--- src/rtl/debug_unit_pkg.sv ---
// Shared constants and state encoding for the UART-side pipeline debug controller.
package debug_unit_pkg;

   localparam logic [7:0]  CMD_LOAD  = 8'h4C;
   localparam logic [7:0]  CMD_CONT  = 8'h43;
   localparam logic [7:0]  CMD_STEP  = 8'h53;
   localparam logic [7:0]  ACK_BYTE  = 8'h06;
   localparam logic [7:0]  NAK_BYTE  = 8'h15;
   localparam logic [31:0] HALT_WORD = 32'hFFFF_FFFF;

   typedef enum logic [3:0] {
      ST_IDLE,
      ST_LOAD_RX,
      ST_LOAD_WR,
      ST_RUN,
      ST_STEP,
      ST_DUMP_SEL,
      ST_DUMP_CAP,
      ST_TX_START,
      ST_TX_WAIT,
      ST_ACK
   } state_t;

endpackage

--- src/rtl/debug_tx_serializer.sv ---
// Sends a word MSB-first as NB_WORD/NB_BYTE bytes (or only its top byte when i_single) over the UART tx strobes.
module debug_tx_serializer #(
   parameter int NB_WORD = 32,
   parameter int NB_BYTE = 8
) (
   input  logic               i_clk,
   input  logic               i_reset,
   input  logic               i_start,
   input  logic               i_single,
   input  logic [NB_WORD-1:0] i_word,
   input  logic               i_tx_done,
   output logic               o_tx_start,
   output logic [NB_BYTE-1:0] o_tx_data,
   output logic               o_done
);

   localparam int N_BYTES = NB_WORD / NB_BYTE;
   localparam int NB_CNT  = $clog2(N_BYTES + 1);

   logic [NB_WORD-1:0] r_shift;
   logic [NB_CNT-1:0]  r_left;
   logic               r_busy;
   logic               r_go;
   logic               r_done;

   // Handshake: o_tx_start pulses one cycle, o_tx_data holds until i_tx_done;
   // i_tx_done counts only while a byte is in flight (busy and past its start cycle).
   always_ff @(posedge i_clk) begin
      if (i_reset) begin
         r_shift <= '0;
         r_left  <= '0;
         r_busy  <= 1'b0;
         r_go    <= 1'b0;
         r_done  <= 1'b0;
      end else begin
         r_go   <= 1'b0;
         r_done <= 1'b0;
         if (i_start && !r_busy) begin
            r_shift <= i_word;
            r_left  <= i_single ? NB_CNT'(1) : NB_CNT'(N_BYTES);
            r_busy  <= 1'b1;
            r_go    <= 1'b1;
         end else if (r_busy && !r_go && i_tx_done) begin
            if (r_left == NB_CNT'(1)) begin
               r_busy <= 1'b0;
               r_done <= 1'b1;
            end else begin
               r_shift <= r_shift << NB_BYTE;
               r_left  <= r_left - NB_CNT'(1);
               r_go    <= 1'b1;
            end
         end
      end
   end

   assign o_tx_start = r_go;
   assign o_tx_data  = r_shift[NB_WORD-1 -: NB_BYTE];
   assign o_done     = r_done;

endmodule

--- src/rtl/debug_unit.sv ---
// UART-side debug controller: loads programs into instruction memory, runs or steps
// the pipeline, and dumps registers plus the first data-memory words to the host.
module debug_unit
   import debug_unit_pkg::*;
#(
   parameter int NB_REG     = 32,
   parameter int NB_WIDHT   = 9,
   parameter int NB_BYTE    = 8,
   parameter int N_REGS     = 32,
   parameter int N_MEM_DUMP = 16
) (
   input  logic                i_clk,
   input  logic                i_reset,
   input  logic [NB_BYTE-1:0]  i_rx_data,
   input  logic                i_rx_done,
   input  logic                i_tx_done,
   output logic [NB_BYTE-1:0]  o_tx_data,
   output logic                o_tx_start,
   input  logic                i_halt,
   input  logic [NB_REG-1:0]   i_dunit_reg,
   input  logic [NB_REG-1:0]   i_dunit_mem_data,
   output logic                o_dunit_clk_en,
   output logic                o_dunit_reset_pc,
   output logic                o_dunit_w_mem,
   output logic [NB_WIDHT-1:0] o_dunit_addr,
   output logic [NB_REG-1:0]   o_dunit_data_if,
   output state_t              o_dbg_state
);

   localparam int NB_IDX = $clog2(N_REGS + N_MEM_DUMP);
   localparam logic [NB_IDX-1:0]   IDX_MEM   = NB_IDX'(N_REGS);
   localparam logic [NB_IDX-1:0]   IDX_LAST  = NB_IDX'(N_REGS + N_MEM_DUMP - 1);
   // The address register is one bit wider so the step past the top word is visible.
   localparam logic [NB_WIDHT:0]   ADDR_LAST = (NB_WIDHT+1)'((2**NB_WIDHT) - 4);

   state_t               r_state;
   state_t               w_next;
   logic [NB_WIDHT:0]    r_addr;
   logic [1:0]           r_bcnt;
   logic [NB_REG-1:0]    r_word;
   logic [NB_IDX-1:0]    r_idx;
   logic                 r_single;
   logic [NB_BYTE-1:0]   r_ack;
   logic                 w_ovf;
   logic                 w_clk_en;
   logic                 w_reset_pc;
   logic                 w_w_mem;
   logic                 w_ser_start;
   logic                 w_ser_done;

   function automatic logic [NB_WIDHT:0] f_dump_addr(input logic [NB_IDX-1:0] idx);
      if (idx < IDX_MEM)
         return (NB_WIDHT+1)'(idx);
      return (NB_WIDHT+1)'(idx - IDX_MEM) << 2;
   endfunction

   assign w_ovf = (r_addr > ADDR_LAST);

   always_ff @(posedge i_clk) begin
      if (i_reset) r_state <= ST_IDLE;
      else         r_state <= w_next;
   end

   always_comb begin
      w_next      = r_state;
      w_clk_en    = 1'b0;
      w_reset_pc  = 1'b0;
      w_w_mem     = 1'b0;
      w_ser_start = 1'b0;
      case (r_state)
         ST_IDLE: begin
            if (i_rx_done) begin
               case (i_rx_data)
                  CMD_LOAD: w_next = ST_LOAD_RX;
                  CMD_CONT: w_next = ST_RUN;
                  CMD_STEP: w_next = ST_STEP;
                  default:  w_next = ST_IDLE;
               endcase
            end
         end
         ST_LOAD_RX: begin
            w_reset_pc = 1'b1;
            if (i_rx_done && r_bcnt == 2'd3) w_next = ST_LOAD_WR;
         end
         ST_LOAD_WR: begin
            w_reset_pc = 1'b1;
            if (w_ovf) begin
               w_next = ST_ACK;
            end else begin
               w_w_mem = 1'b1;
               w_next  = (r_word == HALT_WORD) ? ST_ACK : ST_LOAD_RX;
            end
         end
         ST_RUN: begin
            if (i_halt) w_next   = ST_DUMP_SEL;
            else        w_clk_en = 1'b1;
         end
         ST_STEP: begin
            w_clk_en = 1'b1;
            w_next   = ST_DUMP_SEL;
         end
         ST_DUMP_SEL: w_next = ST_DUMP_CAP;
         ST_DUMP_CAP: w_next = ST_TX_START;
         ST_TX_START: begin
            w_ser_start = 1'b1;
            w_next      = ST_TX_WAIT;
         end
         ST_TX_WAIT: begin
            if (w_ser_done)
               w_next = (r_single || r_idx == IDX_LAST) ? ST_IDLE : ST_DUMP_SEL;
         end
         ST_ACK:  w_next = ST_TX_START;
         default: w_next = ST_IDLE;
      endcase
   end

   always_ff @(posedge i_clk) begin
      if (i_reset) begin
         r_addr   <= '0;
         r_bcnt   <= '0;
         r_word   <= '0;
         r_idx    <= '0;
         r_single <= 1'b0;
         r_ack    <= '0;
      end else begin
         case (r_state)
            ST_IDLE: begin
               if (i_rx_done && w_next != ST_IDLE) begin
                  r_addr   <= '0;
                  r_bcnt   <= '0;
                  r_idx    <= '0;
                  r_single <= 1'b0;
               end
            end
            ST_LOAD_RX: begin
               if (i_rx_done) begin
                  r_word <= {r_word[NB_REG-NB_BYTE-1:0], i_rx_data};
                  r_bcnt <= r_bcnt + 2'd1;
               end
            end
            ST_LOAD_WR: begin
               r_single <= 1'b1;
               r_ack    <= w_ovf ? NB_BYTE'(NAK_BYTE) : NB_BYTE'(ACK_BYTE);
               if (!w_ovf) r_addr <= r_addr + (NB_WIDHT+1)'(4);
            end
            ST_DUMP_CAP: r_word <= (r_idx < IDX_MEM) ? i_dunit_reg : i_dunit_mem_data;
            ST_TX_WAIT: begin
               if (w_ser_done && !r_single) begin
                  r_idx  <= r_idx + NB_IDX'(1);
                  r_addr <= f_dump_addr(r_idx + NB_IDX'(1));
               end
            end
            ST_ACK:  r_word <= {r_ack, {(NB_REG-NB_BYTE){1'b0}}};
            default: ;
         endcase
      end
   end

   debug_tx_serializer #(
      .NB_WORD (NB_REG),
      .NB_BYTE (NB_BYTE)
   ) u_tx_ser (
      .i_clk      (i_clk),
      .i_reset    (i_reset),
      .i_start    (w_ser_start),
      .i_single   (r_single),
      .i_word     (r_word),
      .i_tx_done  (i_tx_done),
      .o_tx_start (o_tx_start),
      .o_tx_data  (o_tx_data),
      .o_done     (w_ser_done)
   );

   assign o_dunit_clk_en   = w_clk_en;
   assign o_dunit_reset_pc = w_reset_pc;
   assign o_dunit_w_mem    = w_w_mem;
   assign o_dunit_addr     = r_addr[NB_WIDHT-1:0];
   assign o_dunit_data_if  = w_w_mem ? r_word : '0;
   assign o_dbg_state      = r_state;

endmodule

--- config.mk ---
export PLATFORM = sky130hd
export DESIGN_NAME = debug_unit
export DESIGN_NICKNAME = d
export VERILOG_FILES = /design/src/rtl/debug_unit_pkg.sv /design/src/rtl/debug_tx_serializer.sv /design/src/rtl/debug_unit.sv
export SDC_FILE = /design/constraint.sdc
export NUM_CORES = 1
export LEC_CHECK = 0
export BUFFER_PORTS_ARGS = -buffer_cell sky130_fd_sc_hd__buf_2
export CAP_MARGIN = 20
export CORE_ASPECT_RATIO = 0.75
export CORE_UTILIZATION = 30
export CTS_CLUSTER_DIAMETER = 40
export DETAILED_ROUTE_END_ITERATION = 16
export PLACE_DENSITY = 0.49
export SLEW_MARGIN = 20
export SYNTH_ARGS = -nofsm -noshare
export SYNTH_HDL_FRONTEND = slang
export SYNTH_SLANG_ARGS = --single-unit
--- constraint.sdc ---
create_clock -name i_clk -period 5.75 [get_ports i_clk]
set_input_delay 0.8625 -clock i_clk [delete_from_list [all_inputs] [get_ports i_clk]]
set_output_delay 0.8625 -clock i_clk [all_outputs]
set_load 0.005 [all_outputs]
# Word level (Yosys, flattened, before mapping)

Index checks and enable logic that the tools add are counted.

Add/sub/neg operators: 5
Magnitude comparators: 3
Equality and inequality tests: 21
Mux-type cells: 52
Bitwise operators: 1
Reduce and logical (&&, ||, !) cells: 29

Operators with widths:

| kind                                                                              | count |
|---|---|
| 32-bit two-way mux                                                                | 6 |
| 32-bit case mux with 3 select lines                                               | 1 |
| 10-bit two-way mux                                                                | 5 |
| 4-bit case mux with 9 select lines                                                | 1 |
| 32-bit equality test (second input constant)                                      | 1 |
| 10-bit case mux with 3 select lines                                               | 1 |
| 8-bit by 7-bit equality test with 1-bit output (second input constant)            | 3 |
| 4-bit two-way mux                                                                 | 6 |
| 1-bit two-way mux                                                                 | 17 |
| 4-bit by 3-bit equality test with 1-bit output (second input constant)            | 4 |
| 3-bit two-way mux                                                                 | 5 |
| 6-bit less-than comparator (second input constant)                                | 2 |
| 6-bit two-way mux                                                                 | 2 |
| 6-bit case mux with 2 select lines                                                | 1 |
| 10-bit by 3-bit adder with 10-bit output (second input constant)                  | 1 |
| 10-bit by 9-bit greater-than comparator with 1-bit output (second input constant) | 1 |
| 2-bit nonzero test                                                                | 5 |
| 3-bit case mux with 3 select lines                                                | 1 |
| 4-bit by 2-bit equality test with 1-bit output (second input constant)            | 2 |
| 4-bit equality test (second input constant)                                       | 2 |
| 2-bit inequality test (second input constant)                                     | 4 |
| 2-bit AND reduction                                                               | 4 |
| 6-bit by 6-bit subtractor with 7-bit output (second input constant)               | 1 |
| 6-bit by 1-bit adder with 6-bit output (second input constant)                    | 1 |
| other kinds (22)                                                                  | 34 |

Bits in registers: 101
Output and inout port bits: 57

# Depth between registers and ports, before layout

Gate-level depths: netlist of the first run.

Depth in word-level cells: 9
Mapped depth: 10
Mapped depth without buffers: 8

# By module

A second synthesis of the first run with hierarchy kept.

Cell total of the unflattened synthesis: 651
Area, all modules: 5470.2 sq um

By module, submodules not included:

| module              | times used | cells an instance | area each (sq um) | seq. area each (sq um) |
|---|---|---|---|---|
| debug_unit          | 1          | 445               | 3697.3            | 1161.1 |
| debug_tx_serializer | 1          | 206               | 1773.0            | 760.7 |

# Worst setup path after synthesis of the first run

No wires, ideal clock.

Path type: reg2out
Start: register r_addr[2]
End: output o_dunit_data_if[23]
Data arrival time: 1.428 ns
Data required time: 4.888 ns
Path slack: 3.459 ns
Cell stages (with the launch flop): 7
Cells stage by stage: dfxtp_1 -> ha_1 -> o211ai_1 -> o21bai_1 -> nor2_1 -> clkbuf_1 -> and2_1

Word-level cells in the longest chain between the ends: 4

Ends and longest elaborated chain:

| element                                                   | line              | source |
|---|---|---|
| from (decl)                                               | debug_unit.sv:38  | `logic [NB_WIDHT:0] r_addr;` |
| from (signal assigned)                                    | debug_unit.sv:144 | `if (!w_ovf) r_addr <= r_addr + (NB_WIDHT+1)'(4);` |
| from (signal assigned)                                    | debug_unit.sv:150 | `r_addr <= f_dump_addr(r_idx + NB_IDX'(1));` |
| 10-bit by 9-bit greater-than comparator with 1-bit output | debug_unit.sv:57  | `assign w_ovf = (r_addr > ADDR_LAST);` |
| 1-bit two-way mux                                         | debug_unit.sv:87  | `if (w_ovf) begin` |
| 1-bit two-way mux                                         | debug_unit.sv:70  | `case (r_state)` |
| via o_dunit_w_mem                                         | debug_unit.sv:24  | `output logic o_dunit_w_mem,` |
| 32-bit two-way mux                                        | debug_unit.sv:178 | `assign o_dunit_data_if = w_w_mem ? r_word : '0;` |
| to (decl)                                                 | debug_unit.sv:26  | `output logic [NB_REG-1:0] o_dunit_data_if,` |

The timed path passes the listed nets, and every way through them passes these cells.

# Worst setup path after layout of the first run

Start: register r_state[1] (netlist: o_dbg_state[1])
End: output o_dunit_data_if[0]

Word-level cells in the longest chain between the ends: 3

Ends and longest elaborated chain:

| element                                        | line              | source |
|---|---|---|
| from (decl)                                    | debug_unit.sv:36  | `state_t r_state;` |
| from (signal assigned)                         | debug_unit.sv:61  | `else r_state <= w_next;` |
| 4-bit by 2-bit equality test with 1-bit output | debug_unit.sv:70  |  |
| 1-bit two-way mux                              | debug_unit.sv:70  |  |
| 32-bit two-way mux                             | debug_unit.sv:178 |  |

No other way between the ends.

==> results of run 1 <==
routing by layer:
metal  track usage  part of all wire  wire length (um)  up-vias
li1              -                 -                 -     2445
met1         0.274              0.53              8660     2314
met2         0.250              0.42              6850      137
met3        0.0319             0.046               755       12
met4        0.0386            0.0086               141        0
met5             0                 0                 0        -
worst max-delay path, cell delays in order, from the launching register on:
cell     delay [ns]
dfxtp_1        0.73
nor2b_1        0.23
nand2_1        0.24
nor2_2         0.18
buf_4          0.31
and2_1         0.19
buf_2          0.13
stage by stage:
| step | std cells | area, um2 |
|---|---|---|
| CTS | 955 | 6370 |
| detailed placement | 939 | 6060 |
| global placement | 939 | 6050 |
| floorplan | 630 | 5400 |
| finish | 955 | 6370 |
| global route | 955 | 6370 |
layout by cell type (no fill, tap or decap), types with 5 or more instances in the layout:
cell type  instances
o21ai_0            8
a21oi_1           23
nor2_1           100
a22oi_1           40
dfxtp_1           95
nand2b_1           8
ha_1               5
buf_2            132
and2_1            33
mux2_2            32
nor3_1             8
nand4_1           11
nand3_1           11
a211oi_1          55
mux2i_1           28
nand2_1           19
inv_1              8
buf_4              7
nand3b_1           6
xnor2_1            6
clkbuf_16          9
state kept, by name, indices dropped and copies added (netlist names):
register,flops
r_idx,6
u_tx_ser.o_done,1
r_bcnt,2
r_single,1
r_word,32
u_tx_ser.o_tx_start,1
r_ack,3
o_dbg_state,4
u_tx_ser.r_busy,1
u_tx_ser.r_left,3
u_tx_ser.r_shift,32
r_addr,10
final cells by class:
class	instances	area, um2	share of cell area
Tap cell	242	303	0.0475
Clock buffer	10	229	0.0359
Timing Repair Buffer	139	713	0.112
Sequential cell	96	1920	0.302
Clock inverter	6	83.8	0.0132
Inverter	8	30.0	0.00471
Multi-Input combinational cell	454	3090	0.485
logic make-up after synthesis:
kind of cell,synth area share
adder cells (fa/ha/maj),0.0116
XOR/XNOR,0.0130
buffers and inverters,0.0754
flip-flops,0.356
multiplexers,0.119
AND/OR/NAND/NOR,0.214
AO/OA/AOI/OAI,0.212
worst paths after layout:
kind              depth (start not counted)            endpoint  slack [ns]           start
setup / recovery                          6  o_dunit_data_if[0]        2.52  o_dbg_state[1]
hold reg to reg                           2            r_ack[2]        0.48        r_ack[2]
setup reg to reg                          8          r_word[24]        3.27  o_dbg_state[2]
hold / removal                            2            r_ack[2]        0.48        r_ack[2]
where the power goes:
group	total [W]	internal [W]	switching [W]
clock network	0.000646	0.000380	0.000266
logic	0.000190	0.0000907	0.0000992
registers	0.000740	0.000691	0.0000487
total	0.00158	0.00116	0.000414
cell usage after synthesis, drive strengths merged (3+ instances only):
cell type	instances	area [um2]
nor2	103	403
dfxtp	96	1920
a211oi	58	450
a22oi	40	300
buf	39	253
and2	33	206
clkbuf	33	124
mux2	32	360
mux2i	28	280
a21oi	24	120
nand2	19	71.3
nand3	11	55.1
nand4	11	68.8
nor3	10	60.1
o21ai	9	45.0
inv	8	30.0
nand2b	8	50.1
nand3b	6	45.0
xnor2	6	52.6
ha	5	62.6
nor4	4	31.3
a21o	3	30.0
a311oi	3	26.3
a31oi	3	18.8
nor4bb	3	30.0
==> impl_metrics.csv, run 1 <==
group,metric,value,unit
status,status,"finished, final reports clean",
placement,routabilityCongestion,0.797,
power_and_ir_drop,p_per_area,247,nW/um2
clocking,cts_buffer_depth,2,
clocking,numCtsBuffers,9,
synth,async_flop_share,0,
setup_path,worstPathArrival,2.37,ns
setup_path,crit_fanout,34,
final_layout,n_antenna_cell,0,
final_layout,drive_above_1_share,0.286,
floorplanning,rows,42,
setup_path,critical_path_class,"reg -> out",
setup_path,startpoint_type,"register",
flow_run,maxCapViolCount,0,
sta,rsz0062_at_grt,"no",
synth,synth_warnings,0,
sta,slew_headroom,0.320,
clocking,tritoncts,"built",
floorplanning,core_area,17600,um2
synth,ys_ff_latch,96,
floorplanning,die_area,18500,um2
final_layout,final_nets,790,
power_and_ir_drop,power.total,0.00158,W
sta,finalSetupViolations,0,
synth,synth_edf_count,0,
sta,period_share,0.562,
sta,tightest_slew,1.02,ns
route,vias,4908,
placement,numPortBuffers,133,
global_routing,grt.overflow.total,0,
sta,final.setup.tns,0,ns
placement,pre_cts_ws,2.92,ns
synth,synth_ff_type,"dfxtp_1",
clocking,cts_setup_buffers,0,
final_layout,final_util,0.362,
clocking,clkLatencyLatePin,0.35,ns
route,drt_pass1_iterations,5,
clocking,clock_sinks,96,
synth,synthesis.area,5400,um2
route,ant_nets,0,
synth,avgSynthCellArea,8.56,um2
sta,layout_setup_ws,2.52,ns
clocking,cts-root-buf,"clkbuf_16",
route,vias_per_cell,5.14,
hold_path,hold_path.class,"reg -> reg",
sta,maxSlewViolCount,0,
floorplanning,die_w,157,um
synth,ys_types,64,
final_layout,syn_to_final_growth,18.2,%
clocking,ctsHtreeMaxLevel,3,
placement,dp_hpwl,11600,um
global_routing,grt_pass1_wl,25400,um
floorplanning,io_pins,134,
sta,fin_skew,0.00612,ns
clocking,clk_pin_slew,0.07,ns
synth,yosysSeqAreaShare,0.356,
sta,hold_violations,0,
route,drt_iter0_drc,245,
route,avgRoutedWirePerCell,17.2,um
power_and_ir_drop,p_leak,2.41,nW
global_routing,grt_pass1_vias,4473,
clocking,cts_resized,0,
global_routing,grt_usage,0.177,
floorplanning,die_h,118,um
setup_path,crit_required,4.89,ns
setup_path,cp-end-kind,"output port",
power_and_ir_drop,peakVddDrop,0.127,mV
global_routing,antenna_found_initial,0,
sta,fmax,309,MHz
synth,syn_inst,630,
global_routing,grt_start_max_net_pins,65,
final_layout,nFillCells,1841,
synth,syn-num-nets,712,
route,remaining_drc_errors,0,
floorplanning,initial_core_util,0.306,
route,totalWireLength,16400,um
sta,fin_crit,3.23,ns
clocking,hold_buffers,0,
sta,hold_ws,0.479,ns
Power figures use the tool's default switching activity.
==> run 2: changes to the inputs <==
--- a/config.mk
+++ b/config.mk
@@ -11,7 +11,7 @@
 export CORE_UTILIZATION = 30
 export CTS_CLUSTER_DIAMETER = 40
 export DETAILED_ROUTE_END_ITERATION = 16
-export PLACE_DENSITY = 0.49
+export PLACE_DENSITY = 0.51
 export SLEW_MARGIN = 20
 export SYNTH_ARGS = -nofsm -noshare
 export SYNTH_HDL_FRONTEND = slang
==> constraint.sdc (replaced) <==
create_clock -name i_clk -period 2.9 [get_ports i_clk]
set_input_delay 0.435 -clock i_clk [delete_from_list [all_inputs] [get_ports i_clk]]
set_output_delay 0.435 -clock i_clk [all_outputs]
set_load 0.005 [all_outputs]
==> run 2 against run 1 <==
Sequential power grew 96%. Combinational power rose by 110%. Worst setup slack worse by 2.3 ns. Global-route usage up 0.64 points. Cell area rose by 1.5%. Register-to-register slack got worse by 2.7 ns. First-iteration DRC count increased by 21%. Clock-buffer cell count did not move. Utilization increased by 0.54 points. Die area did not move. Clock power up 100%. Critical path depth unchanged. Largest cell class unchanged. Largest power group unchanged. Highest routed layer unchanged.
==> impl_metrics.csv, run 2 (same netlist as run 1, synthesis figures left out) <==
group,metric,value,unit
status,status,"finished, final reports clean",
sta,fin_skew,0.00862,ns
setup_path,cp-end-kind,"output port",
clocking,tritoncts,"built",
floorplanning,die_w,157,um
sta,hold_ws,0.384,ns
setup_path,crit_required,2.47,ns
global_routing,grt.overflow.total,0,
hold_path,hold_path.class,"in -> reg",
floorplanning,rows,42,
clocking,numCtsBuffers,9,
clocking,cts_resized,0,
setup_path,crit_fanout,34,
setup_path,reg2reg_slack,0.57,ns
floorplanning,io_pins,134,
global_routing,grtUsageMet1,0.271,
route,remaining_drc_errors,0,
final_layout,multi_input_area,3090,um2
sta,fin_crit,2.69,ns
clocking,hold_buffers,0,
sta,period_share,0.926,
sta,hold_violations,0,
setup_path,critical_path_class,"reg -> out",
placement,routabilityCongestion,0.820,
sta,finalSetupViolations,0,
floorplanning,initial_core_util,0.306,
route,vias,5011,
final_layout,final_nets,799,
clocking,cts_setup_buffers,0,
sta,slew_headroom,0.540,
final_layout,syn_to_final_growth,19.9,%
global_routing,grt_use_met2,0.268,
route,ant_nets,0,
sta,final.setup.tns,0,ns
setup_path,worstPathArrival,2.25,ns
clocking,clkLatencyLatePin,0.35,ns
clocking,cts-root-buf,"clkbuf_16",
clocking,cts_buffer_depth,2,
final_layout,ff_latch_area,1920,um2
clocking,clk_pin_slew,0.06,ns
sta,tightest_slew,0.680,ns
floorplanning,core_area,17600,um2
clocking,ctsHtreeMaxLevel,3,
setup_path,r2r-start,"o_dbg_state[2]",
route,drt_pass1_iterations,5,
setup_path,startpoint_type,"register",
global_routing,gr-usage-met3,0.0436,
hold_path,whs_path_depth,3,
sta,fmax,372,MHz
power_and_ir_drop,p_leak,2.46,nW
global_routing,antenna_found_initial,0,
route,avgRoutedWirePerCell,17.0,um
global_routing,grt_pass1_wl,26200,um
hold_path,min_to,"o_dbg_state[2]",
sta,maxSlewViolCount,0,
placement,dp_hpwl,12100,um
setup_path,rr_worst_depth,8,
route,drt_iter0_drc,296,
global_routing,grt_usage,0.183,
route,vias_per_cell,5.20,
global_routing,grt_pass1_vias,4738,
setup_path,crit_start,"o_dbg_state[1]",
final_layout,n_antenna_cell,0,
final_layout,final_cell_mix,"133 x buf_2, 100 x nor2_1, 95 x dfxtp_1",
flow_run,maxCapViolCount,0,
final_layout,top_regs,"r_word (32), u_tx_ser.r_shift (32), r_addr (10)",
placement,numPortBuffers,133,
route,totalWireLength,16400,um
sta,rsz0062_at_grt,"no",
global_routing,grt-busiest-layer,"met1",
hold_path,hold_start,"i_rx_data[4]",
final_layout,drive_above_1_share,0.295,
floorplanning,die_area,18500,um2
setup_path,r2r-end,"r_word[24]",
power_and_ir_drop,peakVddDrop,0.232,mV
clocking,clock_sinks,96,
final_layout,mostFrequentLayoutCell,"buf_2",
floorplanning,die_h,118,um
power_and_ir_drop,p_per_area,488,nW/um2
global_routing,grt_start_max_net_pins,53,
final_layout,nFillCells,1826,
[run 2: cell types whose count changed in the layout (fill, tap and decap cells not counted), sizes merged]
cell | previous run | this run
buf | 139 | 148
clkinv | 4 | 2
inv | 8 | 10
[run 2: final cells by class]
| cell class | count | share of cell area |
|---|---|---|
| sequential | 96 | 0.297 |
| timing repair buffer | 148 | 0.124 |
| inverter | 8 | 0.00464 |
| clock inverter | 6 | 0.0141 |
| clock buffer | 10 | 0.0354 |
| tap | 242 | 0.0468 |
| multi-input combinational | 454 | 0.478 |
[run 2: metrics by stage]
step	instances	utilization	power, W	cell area (um2)	worst slack (ns)
finish	964	0.368	0.00316	6470	0.214
global route	964	0.368	0.00329	6470	0.00226
CTS	964	0.367	0.00318	6470	0.209
detailed placement	948	0.349	0.00188	6150	0.331
global placement	948	0.349	0.00187	6150	0.445
floorplan	630	-	0.00174	5400	1.02
[run 2: power by group]
part	switching, W	leakage (nW)	total (W)	internal (W)
Combinational	0.000212	1.53	0.000399	0.000187
Sequential	0.0000831	0.775	0.00145	0.00137
Clock	0.000542	0.157	0.00130	0.000763
Total	0.000837	2.46	0.00316	0.00232
[run 2: layer usage]
layer / vias to the layer above / share of wire
met2: 144 / 0.43
met5: - / 0
met1: 2403 / 0.50
met4: 0 / 0.0094
met3: 12 / 0.054
li1: 2452 / -
[run 2: worst max-delay path by stage]
stage	endpoint	depth (start not counted)	slack (ns)
after floorplan	r_addr[5]	8	1.02
final	o_dunit_data_if[13]	6	0.21
after detailed placement	r_addr[7]	6	0.33
after global placement	r_addr[7]	6	0.44
after global routing	o_dunit_data_if[1]	6	0.002
after CTS	o_dunit_data_if[0]	6	0.21
[run 2: worst max-delay path, stage by stage (launching register included)]
cell and delay, ns:
dfxtp_1 0.67, nor2b_1 0.22, nand2_1 0.22, nor2_2 0.16, buf_4 0.32, and2_1 0.19, buf_2 0.11
==> run 3: changes to the inputs <==
--- a/config.mk
+++ b/config.mk
@@ -9,6 +9,7 @@
 export CAP_MARGIN = 20
 export CORE_ASPECT_RATIO = 0.75
 export CORE_UTILIZATION = 30
+export CTS_BUF_LIST = sky130_fd_sc_hd__clkbuf_8
 export CTS_CLUSTER_DIAMETER = 40
 export DETAILED_ROUTE_END_ITERATION = 16
 export PLACE_DENSITY = 0.51
==> run 3 against run 2 <==
Maximum frequency up 1.5%. Cell area fell by 1.5%. Largest cell class unchanged. Register-to-register slack improved by 0.03 ns. Largest power group unchanged. Sequential power hardly changed. Worst setup slack gained 0.038 ns. Via count is essentially flat. Critical endpoint is now o_dunit_data_if[0]. Utilization fell by 0.57 points. Hold slack got worse by 0.026 ns. Global-route usage fell by 0.095 points. Combinational power barely moved. Power decreased by 10%.
==> impl_metrics.csv, run 3 (same netlist as run 1, synthesis figures left out) <==
group,metric,value,unit
status,status,"finished, final reports clean",
sta,tightest_slew,0.670,ns
setup_path,startpoint_type,"register",
floorplanning,die_h,118,um
global_routing,antenna_found_initial,0,
setup_path,crit_chain,"ha_1 > o211ai_1 > o21bai_1 > nor2_2 > buf_4 > and2_1 > buf_2",
final_layout,n_antenna_cell,0,
final_layout,stdcell_count,964,
final_layout,top_regs,"r_word (32), u_tx_ser.r_shift (32), r_addr (10)",
placement,numPortBuffers,133,
floorplanning,die_w,157,um
sta,fin_crit,2.65,ns
sta,final.setup.tns,0,ns
placement,dp_hpwl,12100,um
route,routed-wl-met3,834,um
route,drt_pass1_iterations,5,
route,remaining_drc_errors,0,
hold_path,hold_start,"i_rx_data[4]",
sta,hold_violations,0,
setup_path,critPathTopFamily,"compound AO/OA/AOI/OAI gates",
setup_path,cp-end-kind,"output port",
global_routing,grt_start_max_net_pins,53,
clocking,numCtsBuffers,9,
route,wl_met2,6980,um
route,wl_met1,8230,um
clocking,tritoncts,"built",
setup_path,critical_path_class,"reg -> out",
global_routing,grt_pass1_wl,26200,um
floorplanning,core_area,17600,um2
clocking,cts_setup_buffers,0,
route,dr.max_layer_used,"met4",
setup_path,cp.buffers_inverters,2,
setup_path,crit_required,2.47,ns
sta,rsz0062_at_grt,"no",
setup_path,cp_slowest_stage_delay,0.43,ns
power_and_ir_drop,p_leak,2.42,nW
route,vias,5014,
route,drt_iter0_drc,295,
setup_path,worstPathArrival,2.21,ns
final_layout,drive_above_1_share,0.296,
hold_path,hold_path.class,"in -> reg",
final_layout,nFillCells,1840,
flow_run,maxCapViolCount,0,
global_routing,grt_usage,0.182,
setup_path,crit_start,"r_addr[2]",
sta,period_share,0.913,
floorplanning,rows,42,
setup_path,r2r-start,"o_dbg_state[2]",
route,ant_nets,0,
floorplanning,io_pins,134,
sta,fmax,378,MHz
route,totalWireLength,16300,um
sta,slew_headroom,0.548,
final_layout,final_cell_mix,"133 x buf_2, 100 x nor2_1, 94 x dfxtp_1",
final_layout,mostFrequentLayoutCell,"buf_2",
setup_path,crit_fanout,34,
sta,maxSlewViolCount,0,
sta,fin_skew,0.0118,ns
clocking,ctsHtreeMaxLevel,3,
power_and_ir_drop,p_per_area,446,nW/um2
global_routing,grt.overflow.total,0,
clocking,clkLatencyLatePin,0.38,ns
final_layout,syn_to_final_growth,18.1,%
setup_path,slowest_stage,"dfxtp_1",
clocking,clock_sinks,96,
floorplanning,initial_core_util,0.306,
route,avgRoutedWirePerCell,17.0,um
route,vias_per_cell,5.20,
clocking,cts_buffer_depth,2,
placement,dp.cells,948,
clocking,cts-root-buf,"clkbuf_8",
global_routing,grt_pass1_vias,4741,
floorplanning,die_area,18500,um2
final_layout,final_nets,799,
sta,finalSetupViolations,0,
clocking,clk_pin_slew,0.10,ns
power_and_ir_drop,peakVddDrop,0.204,mV
placement,routabilityCongestion,0.820,
[run 3: changes by cell type in the layout (fill, tap and decap cells not counted)]
| cell | before | now |
|---|---|---|
| dfxtp_1 | 95 | 94 |
| dfxtp_2 | 1 | 2 |
| inv_1 | 8 | 9 |
| clkbuf_1 | 1 | 0 |
| clkbuf_8 | 0 | 9 |
| clkbuf_16 | 9 | 0 |
[run 3: area by class of cell]
class,instances,area (um2),area share
well taps,242,303,0.0475
repair buffers,148,803,0.126
flip-flops and latches,96,1920,0.302
clock inverters,7,95.1,0.0149
inverters,8,30.0,0.00471
multi-input cells,454,3090,0.485
clock buffers,9,124,0.0194
[run 3: path summary, 6_finish.rpt]
kind,cells past startpoint,slack [ns],to
min,3,0.36,o_dbg_state[2]
max reg2reg,8,0.60,r_word[24]
max,7,0.25,o_dunit_data_if[0]
min reg2reg,2,0.47,r_idx[1]
[run 3: timing repair]
item / 4_1_cts / 5_1_grt
hold endpoints to repair: 0 / 0
setup endpoints to repair: 0 / 9
gates resized for setup: 0 / 1
hold buffers: 0 / 0
[run 3: routing by layer]
layer  global-route usage  vias up
li1                     -     2453
met1                0.270     2409
met2                0.264      133
met3               0.0356       19
met4               0.0533        0
met5                    0        -
[run 3: metrics by stage]
step / utilization / setup WS, ns / cell area [um2] / total power [W] / hold WS, ns
after floorplan: - / 1.02 / 5400 / 0.00174 / 0.431
after global placement: 0.349 / 0.445 / 6150 / 0.00187 / 0.447
after detailed placement: 0.349 / 0.331 / 6150 / 0.00188 / 0.459
after CTS: 0.362 / 0.167 / 6360 / 0.00287 / 0.330
after global routing: 0.362 / 0.0934 / 6370 / 0.00298 / 0.369
final: 0.362 / 0.253 / 6370 / 0.00284 / 0.358
[run 3: tightest hold or removal path, delay by kind of cell]
family / cells / cell delay (ns)
buf+inv: 1 / 0.12
compound gates: 1 / 0.07
simple gates: 1 / 0.07
[run 3: power by group]
part / total (W) / internal, W / switching, W
clock network: 0.000989 / 0.000489 / 0.000500
registers: 0.00145 / 0.00137 / 0.0000827
logic: 0.000400 / 0.000187 / 0.000213
total: 0.00284 / 0.00205 / 0.000796
